[config.mk]
export PLATFORM = sky130hd
export DESIGN_NAME = shift_add_multiplier
export DESIGN_NICKNAME = d
export VERILOG_FILES = /design/src/rtl/shift_add_multiplier_pkg.sv /design/src/rtl/shift_add_multiplier.sv
export SDC_FILE = /design/constraint.sdc
export NUM_CORES = 1
export LEC_CHECK = 0
export CAP_MARGIN = 10
export CORE_AREA = 3 3 52 54
export DETAILED_ROUTE_END_ITERATION = 8
export DIE_AREA = 0 0 55 57
export DONT_BUFFER_PORTS = 1
export PLACE_DENSITY = 0.74
export SLEW_MARGIN = 10
export SYNTH_ARGS = -nofsm -noshare
export SYNTH_HDL_FRONTEND = slang
export SYNTH_SLANG_ARGS = --single-unit
[constraint.sdc]
create_clock -name clk -period 1.7 [get_ports clk]
set_input_delay 0.17 -clock clk [delete_from_list [all_inputs] [get_ports clk]]
set_output_delay 0.17 -clock clk [all_outputs]
set_load 0.05 [all_outputs]
[src/rtl/shift_add_multiplier_pkg.sv]
// Shared types for the radix-2 shift-and-add multiplier: command opcodes and FSM states.
package shift_add_multiplier_pkg;

    typedef enum logic [1:0] {
        OP_NOP   = 2'b00,
        OP_START = 2'b01,
        OP_ABORT = 2'b10,
        OP_RSVD  = 2'b11
    } opcode_e;

    typedef enum logic {
        S_IDLE,
        S_BUSY
    } state_e;

endpackage

[src/rtl/shift_add_multiplier.sv]
// Sequential unsigned multiplier: one shift-and-add step per clock, product after BW steps.
// Note: resetn is an active-high asynchronous reset despite its name.
module shift_add_multiplier #(
    parameter int BW = 4
) (
    input  logic            clk,
    input  logic            resetn,
    input  logic [BW-1:0]   multiplier,
    input  logic [BW-1:0]   multiplicand,
    input  logic [1:0]      opcode,
    output logic [2*BW-1:0] result,
    output logic            ready
);
    import shift_add_multiplier_pkg::*;

    localparam int CW = $clog2(BW + 1);

    state_e        state;
    opcode_e       op;
    logic [BW:0]   a;
    logic [BW-1:0] q;
    logic [BW-1:0] m;
    logic [CW-1:0] cnt;

    logic [BW:0]   sum;
    logic [BW:0]   a_next;
    logic [BW-1:0] q_next;

    assign op = opcode_e'(opcode);

    // One partial-product step; the BW+1-bit accumulator keeps the adder carry,
    // which shifts down into the top of A.
    always_comb begin
        sum    = a + (q[0] ? {1'b0, m} : '0);
        a_next = {1'b0, sum[BW:1]};
        q_next = {sum[0], q[BW-1:1]};
    end

    // NOTE: sequential state uses non-blocking assignments so every register
    // samples pre-edge values, independent of statement order.
    always_ff @(posedge clk or posedge resetn) begin
        if (resetn) begin
            state  <= S_IDLE;
            a      <= '0;
            q      <= '0;
            m      <= '0;
            cnt    <= '0;
            result <= '0;
            ready  <= 1'b1;
        end else begin
            case (state)
                S_IDLE: begin
                    if (op == OP_START) begin
                        m     <= multiplicand;
                        q     <= multiplier;
                        a     <= '0;
                        cnt   <= CW'(BW);
                        ready <= 1'b0;
                        state <= S_BUSY;
                    end
                end
                S_BUSY: begin
                    if (op == OP_ABORT) begin
                        ready <= 1'b1;
                        state <= S_IDLE;
                    end else begin
                        a   <= a_next;
                        q   <= q_next;
                        cnt <= cnt - CW'(1);
                        // Last step: publish the whole product at once.
                        if (cnt == CW'(1)) begin
                            result <= {a_next[BW-1:0], q_next};
                            ready  <= 1'b1;
                            state  <= S_IDLE;
                        end
                    end
                end
                default: state <= S_IDLE;
            endcase
        end
    end

endmodule

==> flow_summary_export.csv <==
group,metric,value,unit
run_status,outcome,"finished, final reports clean",
yosys,synth-seq-cells,25,
yosys,syn-instance-count,124,
layout,flow.area_growth_from_synthesis,10.3,%
clocking,cts.clk_slew.worst_paths,130,ps
grt,grt_busiest_layer,"met2",
timing,period_share,96.7,%
setup_path,crit_arrival,1860,ps
grt,global_route.usage.total,17.2,%
route,detailedRoute.firstPassIterationCount,4,
clocking,tritoncts,"done",
grt,globalRoute.totalOverflow,0,
yosys,share_of_async_settable_or_async_resettable_flops_after_synthesis,100,%
clocking,clock_latency_at_the_later_pin_of_the_worst_skew_pair,310,ps
clocking,number_of_buffers_created_by_cts,3,
yosys,synth_edf_count,0,
layout,layout_utilization,60.5,%
setup_path,worstPathMaxFanout,2,
grt,antenna_found_initial,0,
power,pwrdens,1950,nW/um^2
clocking,clock_tree.buffer_depth,2,
yosys,postSynthNetCount,143,
setup_path,worstPathCellList,"and2_1, ha_2, fa_2, xor2_2, mux2_2",
timing,holdWs,63.5,ps
timing,timing_max_transition_violations_final,0,
power,power_leakage,0.657,nW
floorplan,floorplan.rows,17,
setup_path,cp_slowest_stage_delay,400,ps
route,post_route_wl,2.34,mm
setup_path,worst-path-stages,5,
setup_path,worstPathBufferInverterCount,0,
timing,grt_setup_unrepaired,"true",
setup_path,setup.worst_path.class,"reg2reg",
yosys,netlist_area,1240,sq um
floorplan,floorplan.initialDensity,54.9,%
setup_path,reg2reg_depth,5,
hold_path,hold-path-cell-count,2,
setup_path,worstSetupStartpointType,"flop",
floorplan,fp.dieArea,3140,sq um
yosys,synth_ff_type,"sky130_fd_sc_hd__dfrtp_1",
route,antenna_left,0,
floorplan,die_h,57,microns
floorplan,die_width,55,microns
placed_design,place_worst_setup_slack,-55.0,ps
setup_path,cp_endpoint_kind,"flop",
yosys,synthDistinctLibCells,27,
timing,worst_slack,55.7,ps
setup_path,cp.required,1920,ps
route,drt_drc_violations_left,0,
floorplan,core,2250,sq um
layout,nets,151,
timing,max_clock_freq,608,MHz
placed_design,numPortBuffers,0,
yosys,seq_area_frac_synth,50.7,%
timing,slew_headroom,67.4,%
timing,fin_crit_period,1640,ps
placed_design,dp_hpwl,1.79,mm
timing,finClkSkew,1.20,ps
power,power.ir.vdd_worst,1030,uV
grt,groute.layer.met2.usage,26.7,%
clocking,cts-root-buf,"sky130_fd_sc_hd__clkbuf_4",
timing,setup_violations,0,
grt,grt.met1_usage,22.1,%
layout,num-fill-cells,200,
setup_path,worst_path_max_delay_cell,"sky130_fd_sc_hd__dfrtp_1",
floorplan,design.portCount,21,
grt,via_count_of_the_first_global_routing_pass,853,
layout,drive_gt1_share,17.6,%
timing,max_slew.worst_pin.slew,489,ps
flow_run,maxCapViolations,0,
route,drt-vias-per-instance,5.55,
grt,gr-usage-met3,3.13,%
route,drt_iter0_drc,9,
route,drt-wirelength-per-cell,14.7,microns
grt,grt_pass1_wl,3.78,mm
layout,diodes,0,
clocking,cts-htree-levels,1,
yosys,yosys_warnings,0,
route,dr_total_vias,882,
timing,report.final.hold_viol_count,0,
hold_path,worstHoldPathType,"in2reg",
setup_path,path_delay_family,"adder cells",
grt,largest_net_degree_at_the_start_of_global_routing,16,
yosys,avgSynthCellArea,9.98,sq um
clocking,clock_sink_count,25,
placed_design,gpl.final_weighted_congestion,0.856,
[path summary, 6_finish.rpt]
path	startpoint	to	slack, ps
setup reg to reg	m[0]$_DFFE_PP0P_	result[5]$_DFFE_PP0P_	60
hold reg to reg	m[3]$_DFFE_PP0P_	m[3]$_DFFE_PP0P_	500
hold / removal	multiplier[1]	q[1]$_DFFE_PP0P_	60
setup / recovery	m[0]$_DFFE_PP0P_	result[5]$_DFFE_PP0P_	60
max in group asynchronous	resetn	m[0]$_DFFE_PP0P_	880
min in group asynchronous	resetn	result[1]$_DFFE_PP0P_	270
[flip-flops by register name, summed over array words and instances, names as in the netlist]
name,flops
a,4
cnt,3
m,4
q,4
ready,1
result,8
state,1
[cell usage after synthesis (2+ instances only)]
cell type,count,area (sq um)
sky130_fd_sc_hd__and2_4,2,17.5
sky130_fd_sc_hd__buf_6,2,22.5
sky130_fd_sc_hd__a21oi_1,13,65.1
sky130_fd_sc_hd__buf_2,2,10.0
sky130_fd_sc_hd__xor2_1,2,17.5
sky130_fd_sc_hd__and2_1,4,25.0
sky130_fd_sc_hd__nand2_1,18,67.6
sky130_fd_sc_hd__o22ai_1,4,25.0
sky130_fd_sc_hd__dfrtp_1,24,601
sky130_fd_sc_hd__mux2_2,4,45.0
sky130_fd_sc_hd__a21o_1,2,15.0
sky130_fd_sc_hd__a211oi_1,3,22.5
sky130_fd_sc_hd__nor2_1,10,37.5
sky130_fd_sc_hd__inv_1,9,33.8
sky130_fd_sc_hd__o21ai_1,2,10.0
sky130_fd_sc_hd__o21ai_0,5,25.0
sky130_fd_sc_hd__ha_1,6,75.1
sky130_fd_sc_hd__nand2b_1,2,12.5
sky130_fd_sc_hd__nor3_1,2,10.0
[power breakdown]
| part | total [mW] | leakage (nW) | switching [mW] | internal, mW |
|---|---|---|---|---|
| Sequential | 1.39 | 0.303 | 0.530 | 0.860 |
| Clock | 0.264 | 0.0150 | 0.173 | 0.0917 |
| Combinational | 1.01 | 0.340 | 0.512 | 0.494 |
| Total | 2.66 | 0.657 | 1.21 | 1.45 |
[what timing repair did]
item | in CTS | in global routing
resized for setup | 2 | 6
pin swaps | 0 | 6
hold buffers | 5 | 0
cloned | 0 | 0
hold endpoints to repair | 13 | 0
endpoints found under the setup margin | 2 | 6
buffers inserted | 0 | 1
[routing by layer]
metal	vias to the layer above	part of all wire [%]
li1	421	-
met1	433	43
met2	24	49
met3	4	4.8
met4	0	2.3
met5	-	0
[cell usage in the layout (no fill, tap or decap)]
master and count:
sky130_fd_sc_hd__a211oi_1 3, sky130_fd_sc_hd__a21o_1 2, sky130_fd_sc_hd__a21oi_1 11, sky130_fd_sc_hd__a21oi_2 2
sky130_fd_sc_hd__and2_1 3, sky130_fd_sc_hd__and2_4 3, sky130_fd_sc_hd__buf_4 3, sky130_fd_sc_hd__clkbuf_1 1
sky130_fd_sc_hd__clkbuf_4 3, sky130_fd_sc_hd__dfrtp_1 24, sky130_fd_sc_hd__dfstp_2 1, sky130_fd_sc_hd__dlygate4sd3_1 5
sky130_fd_sc_hd__fa_2 1, sky130_fd_sc_hd__ha_1 4, sky130_fd_sc_hd__ha_2 1, sky130_fd_sc_hd__ha_4 1
sky130_fd_sc_hd__inv_1 9, sky130_fd_sc_hd__mux2_2 4, sky130_fd_sc_hd__nand2_1 18, sky130_fd_sc_hd__nand2_4 1
sky130_fd_sc_hd__nand2b_1 2, sky130_fd_sc_hd__nand3_2 1, sky130_fd_sc_hd__nand4_1 1, sky130_fd_sc_hd__nor2_1 10
sky130_fd_sc_hd__nor2b_1 1, sky130_fd_sc_hd__nor3_1 1, sky130_fd_sc_hd__nor3_2 1, sky130_fd_sc_hd__o21ai_0 5
sky130_fd_sc_hd__o21ai_1 2, sky130_fd_sc_hd__o22ai_1 4, sky130_fd_sc_hd__or2_1 1, sky130_fd_sc_hd__xor2_1 1
sky130_fd_sc_hd__xor2_2 1
[layout make-up]
class                   count  area, sq um  area share (%)
inverters                   9         33.8            2.47
multi-input cells          85          571            41.8
well taps                  28         35.0            2.57
flip-flops and latches     25          627            45.9
repair buffers              8         72.6            5.32
clock buffers               4         26.3            1.92
[kinds of logic (layout without fill, tap and decap cells)]
kind of cell | count (synthesis) | after routing | share of synthesized area (%)
AO/OA/AOI/OAI | 29 | 29 | 13.1
adder cells (fa/ha/maj) | 7 | 7 | 7.68
AND/OR/NAND/NOR | 43 | 43 | 17.0
multiplexers | 4 | 4 | 3.64
flip-flops | 25 | 25 | 50.7
XOR/XNOR | 2 | 2 | 1.42
buffers and inverters | 14 | 21 | 6.47
[worst register-to-register path, stage by stage (launching register included)]
cell	delay (ps)
sky130_fd_sc_hd__dfrtp_1	400
sky130_fd_sc_hd__and2_1	160
sky130_fd_sc_hd__ha_2	180
sky130_fd_sc_hd__fa_2	390
sky130_fd_sc_hd__xor2_2	160
sky130_fd_sc_hd__mux2_2	260
[through the flow]
| stage | instance area (sq um) | setup TNS, ps | cells | power, mW |
|---|---|---|---|---|
| final | 1370 | 0 | 159 | 2.66 |
| after global routing | 1370 | -15.6 | 159 | 2.88 |
| after CTS | 1320 | 0 | 158 | 2.55 |
| after detailed placement | 1240 | -67.2 | 149 | 2.27 |
| after global placement | 1240 | 0 | 149 | 2.20 |
| after floorplan | 1240 | 0 | 124 | 2.05 |
Note: power is estimated with default switching activity, not from simulation.
